[src/rtl/mult_share_arbiter.sv]
// Time-shares one grouped partial-product multiplier between NUM_REQ requesters.
// Define MULT_ARB_FIXED_PRIO_EN for fixed lowest-index priority; default is round-robin.
module mult_share_arbiter #(
  parameter int unsigned NUM_REQ          = 2,
  parameter int unsigned GROUPS           = 3,
  parameter int unsigned MULTIPLY_LATENCY = 2,
  localparam int unsigned ID_W   = $clog2(NUM_REQ),
  localparam int unsigned GSEL_W = (GROUPS > 1) ? $clog2(GROUPS) : 1
) (
  input  logic              clk,
  input  logic              reset,
  input  logic [NUM_REQ-1:0] req,
  input  logic              abort,
  output logic [NUM_REQ-1:0] ack,
  output logic [GSEL_W-1:0] mux_sel,
  output logic              pp_valid,
  output logic              final_en,
  output logic [ID_W-1:0]   owner_id,
  output logic              busy
);

  localparam int unsigned WAIT_W = (MULTIPLY_LATENCY > 1) ? $clog2(MULTIPLY_LATENCY) : 1;
  localparam logic [WAIT_W-1:0] WAIT_INIT = WAIT_W'(MULTIPLY_LATENCY - 1);
  localparam logic [GSEL_W-1:0] GRP_LAST  = GSEL_W'(GROUPS - 1);

  typedef enum logic {
    S_IDLE = 1'b0,
    S_BUSY = 1'b1
  } state_e;

  state_e            state_q, state_d;
  logic [GSEL_W-1:0] grp_q, grp_d;
  logic [WAIT_W-1:0] wait_q, wait_d;
  logic [ID_W-1:0]   owner_q, owner_d;
  logic [ID_W-1:0]   ptr_q, ptr_d;
  logic [ID_W-1:0]   win, idx;
  logic              found, grant, req_ok;
  int unsigned       sum;

  // Arbitration: first requester found scanning upward from the priority pointer.
  always_comb begin
    win   = '0;
    idx   = '0;
    sum   = 0;
    found = 1'b0;
    for (int unsigned k = 0; k < NUM_REQ; k++) begin
`ifdef MULT_ARB_FIXED_PRIO_EN
      sum = k;
`else
      sum = 32'(ptr_q) + k;
      if (sum >= NUM_REQ) sum = sum - NUM_REQ;
`endif
      idx = ID_W'(sum);
      if (!found && req[idx]) begin
        found = 1'b1;
        win   = idx;
      end
    end
  end

  // Next-state and strobe logic; a new grant is only possible in IDLE or on the terminal group.
  always_comb begin
    state_d  = state_q;
    grp_d    = grp_q;
    wait_d   = wait_q;
    owner_d  = owner_q;
    ptr_d    = ptr_q;
    ack      = '0;
    pp_valid = 1'b0;
    final_en = 1'b0;
    grant    = 1'b0;
    req_ok   = found && !abort && reset;

    case (state_q)
      S_IDLE: begin
        if (req_ok) grant = 1'b1;
      end
      S_BUSY: begin
        if (abort) begin
          state_d = S_IDLE;
          grp_d   = '0;
          wait_d  = WAIT_INIT;
        end else if (wait_q == '0) begin
          pp_valid = 1'b1;
          wait_d   = WAIT_INIT;
          if (grp_q == GRP_LAST) begin
            final_en = 1'b1;
            grp_d    = '0;
            if (req_ok) grant = 1'b1;
            else        state_d = S_IDLE;
          end else begin
            grp_d = grp_q + GSEL_W'(1);
          end
        end else begin
          wait_d = wait_q - WAIT_W'(1);
        end
      end
      default: state_d = S_IDLE;
    endcase

    if (grant) begin
      ack     = NUM_REQ'(1) << win;
      owner_d = win;
      state_d = S_BUSY;
      grp_d   = '0;
      wait_d  = WAIT_INIT;
      ptr_d   = (win == ID_W'(NUM_REQ - 1)) ? '0 : win + ID_W'(1);
    end
  end

  always_ff @(posedge clk or negedge reset) begin
    if (!reset) begin
      state_q <= S_IDLE;
      grp_q   <= '0;
      wait_q  <= WAIT_INIT;
      owner_q <= '0;
    end else begin
      state_q <= state_d;
      grp_q   <= grp_d;
      wait_q  <= wait_d;
      owner_q <= owner_d;
    end
  end

`ifdef MULT_ARB_FIXED_PRIO_EN
  assign ptr_q = '0;
`else
  always_ff @(posedge clk or negedge reset) begin
    if (!reset) ptr_q <= '0;
    else        ptr_q <= ptr_d;
  end
`endif

  assign busy     = (state_q == S_BUSY);
  assign mux_sel  = grp_q;
  assign owner_id = owner_q;

endmodule

[config.mk]
export PLATFORM = sky130hd
export DESIGN_NAME = mult_share_arbiter
export DESIGN_NICKNAME = d
export VERILOG_FILES = /design/src/rtl/mult_share_arbiter.sv
export SDC_FILE = /design/constraint.sdc
export NUM_CORES = 1
export LEC_CHECK = 0
export CORE_AREA = 4 4 41 43
export CTS_CLUSTER_DIAMETER = 100
export CTS_CLUSTER_SIZE = 40
export DETAILED_ROUTE_END_ITERATION = 8
export DIE_AREA = 0 0 45 47
export PLACE_DENSITY = 0.49
export SYNTH_ARGS = -nofsm -noshare
export SYNTH_HDL_FRONTEND = slang
export SYNTH_SLANG_ARGS = --single-unit
[constraint.sdc]
create_clock -name clk -period 2.3 [get_ports clk]
set_input_delay 0.46 -clock clk [delete_from_list [all_inputs] [get_ports clk]]
set_output_delay 0.46 -clock clk [all_outputs]
set_load 0.05 [all_outputs]
==> qor.csv <==
metric,value,unit
cp-end-kind,output pin,
routed_wl,870,um
worstSkewPairLatency,250,ps
overflow,0,
io_pins,13,
drive_gt1_share,41.5,%
die_w,45,um
clk_pin_slew,50,ps
slew_viol_final,0,
postLayoutCellArea,598,um^2
power_density,666,mW/mm^2
die_h,47,um
synth_top_area_share,35.7,%
syn_inst,33,
period_share,98.0,%
fin_cells,68,
layout-area-overhead-vs-synth,70.7,%
fin_skew,1.00,ps
max_freq,0.444,GHz
rr_endpoint,owner_id$_DFFE_PN0P_,
n_antenna_cell,0,
run_status,"complete, no violations",
port_buffers,12,
antenna_left,0,
routed_via_density,4.72,
start_kind,flop,
gp_congestion,0.736,
r2r_slack,430,ps
ys_warn_count,0,
grt_pass1_vias,331,
worstMarginPinSlew,497,ps
cts_sinks,6,
placed_cell_area,554,um^2
hpwl,722,um
grt_max_degree,10,
drc,0,
synth.distinct_cells,19,
fin_total_pwr,0.000398,W
fp-row-count,13,
cts.hold.buffers_added,0,
setup_violations,0,
die_area,0.00212,mm^2
crit_required,1840,ps
arrival,1790,ps
cts_buffer_depth,2,
yosys.area.top_type,dfrtp_1,
reg2reg_depth,5,
synth_fp_nets,38,
cts_buffers,3,
nets,59,
syn_area_per_cell,10.6,um^2
grt_pass1_wl,1.48,mm
cp_max_fo,7,
antenna_found_initial,0,
min_from,owner_id$_DFFE_PN0P_,
syn_area,350,um^2
synth_seq_area_share,43.2,%
start_util,26.9,%
layout_commonest_cell,clkdlybuf4s50_1,
drt-pass1-iter-count,2,
final_cell_mix,"7 x clkdlybuf4s50_1, 5 x buf_4, 4 x nor2_1, 4 x buf_12",
slew_headroom,66.7,%
fin_crit,2250,ps
finish.utilization,46.0,%
max_cap_viol_count,0,
r2r-start,mux_sel[0]$_DFFE_PN0P_,
place_inst,62,
cts_tree,done,
vdd_ir_drop_max,0.258,mV
fillers,134,
synth_seq_cells,6,
cts_root_buffer,clkbuf_4,
p_leak,0.239,nW
holdCritPathClass,reg -> reg,
drtIter0Drc,1,
routedWlPerCell,12.8,um
vias,321,
hold_path_end,owner_id$_DFFE_PN0P_,
setup-tns-final,0,ps
rsz0062_at_grt,yes,
worstSetupPathType,reg -> out,
ctsHtreeMaxLevel,1,
synth.area.top_cells,"dfrtp_1 36%, dfstp_2 7.5%, a211oi_4 5.7%",
finalHoldViolations,0,
coreArea,0.00130,mm^2
whs_path_depth,1,
track_usage,10.7,%
[per-stage QoR]
step                      setup slack (ps)  hold WS [ps]
after floorplan                      0.387           164
after global placement                -204           498
after detailed placement              -239           506
after CTS                             11.7           523
after global routing                 -22.8           557
final                                 46.2           521
[how the worst max path moves through the flow]
stage	start	to	slack (ps)
after floorplan	mux_sel[0]$_DFFE_PN0P_	ack[0]	0.4
after global placement	abort	ack[0]	-200
after detailed placement	abort	ack[0]	-240
after CTS	abort	ack[0]	10
after global routing	mux_sel[0]$_DFFE_PN0P_	ack[0]	-20
final	mux_sel[0]$_DFFE_PN0P_	ack[0]	50
[logic make-up after synthesis]
group / count (synthesis) / synth area share, %
compound gates: 9 / 21.8
buf+inv: 3 / 5.36
flops: 6 / 43.2
mux: 2 / 7.14
simple gates: 13 / 22.5
[layout make-up]
cell class	count	area [um^2]	share of cell area, %
clock buffer	4	26.3	4.39
tap	15	18.8	3.14
sequential	6	154	25.7
timing repair buffer	17	198	33.1
inverter	2	7.51	1.26
multi-input combinational	24	194	32.4
[worst max-delay path: stages, from the launching register on]
cell,delay (ps)
dfrtp_2,440
or4b_4,510
a211oi_4,250
nor2b_4,200
buf_12,140
[metal layers]
layer | routed length, um | share of wire (%) | global-route usage [%] | vias to the layer above
met3 | 68 | 7.8 | 3.83 | 2
li1 | - | - | - | 160
met5 | 0 | 0 | 0 | -
met2 | 432 | 50 | 16.4 | 11
met4 | 17 | 2.0 | 10.5 | 0
met1 | 352 | 40 | 11.1 | 148
[repair_timing]
| item | CTS | global route |
|---|---|---|
| setup endpoints to repair | 2 | 2 |
| setup buffers | 1 | 1 |
| pin swaps | 2 | 0 |
| resized for setup | 1 | 3 |
[where the power goes]
part / internal (W) / switching, W / leakage (nW)
clock network: 0.0000660 / 0.0000418 / 0.0150
logic: 0.0000653 / 0.0000828 / 0.153
registers: 0.000127 / 0.0000156 / 0.0707
[synthesized netlist by cell type, drive strengths merged]
cell     number
mux2          1
nor3b         1
a211oi        1
o2bb2ai       2
nand2b        3
nor2          4
nor3          2
or4b          1
mux2i         1
a21oi         3
dfrtp         5
a21boi        1
o21ba         1
o22ai         1
dfstp         1
nor2b         1
inv           2
and2          1
buf           1
[registers in the layout (all words and copies together), names as in the netlist]
name / count
mux_sel: 2
busy: 1
owner_id: 1
ptr_q: 1
wait_q: 1
Note: power is estimated with default switching activity, not from simulation.
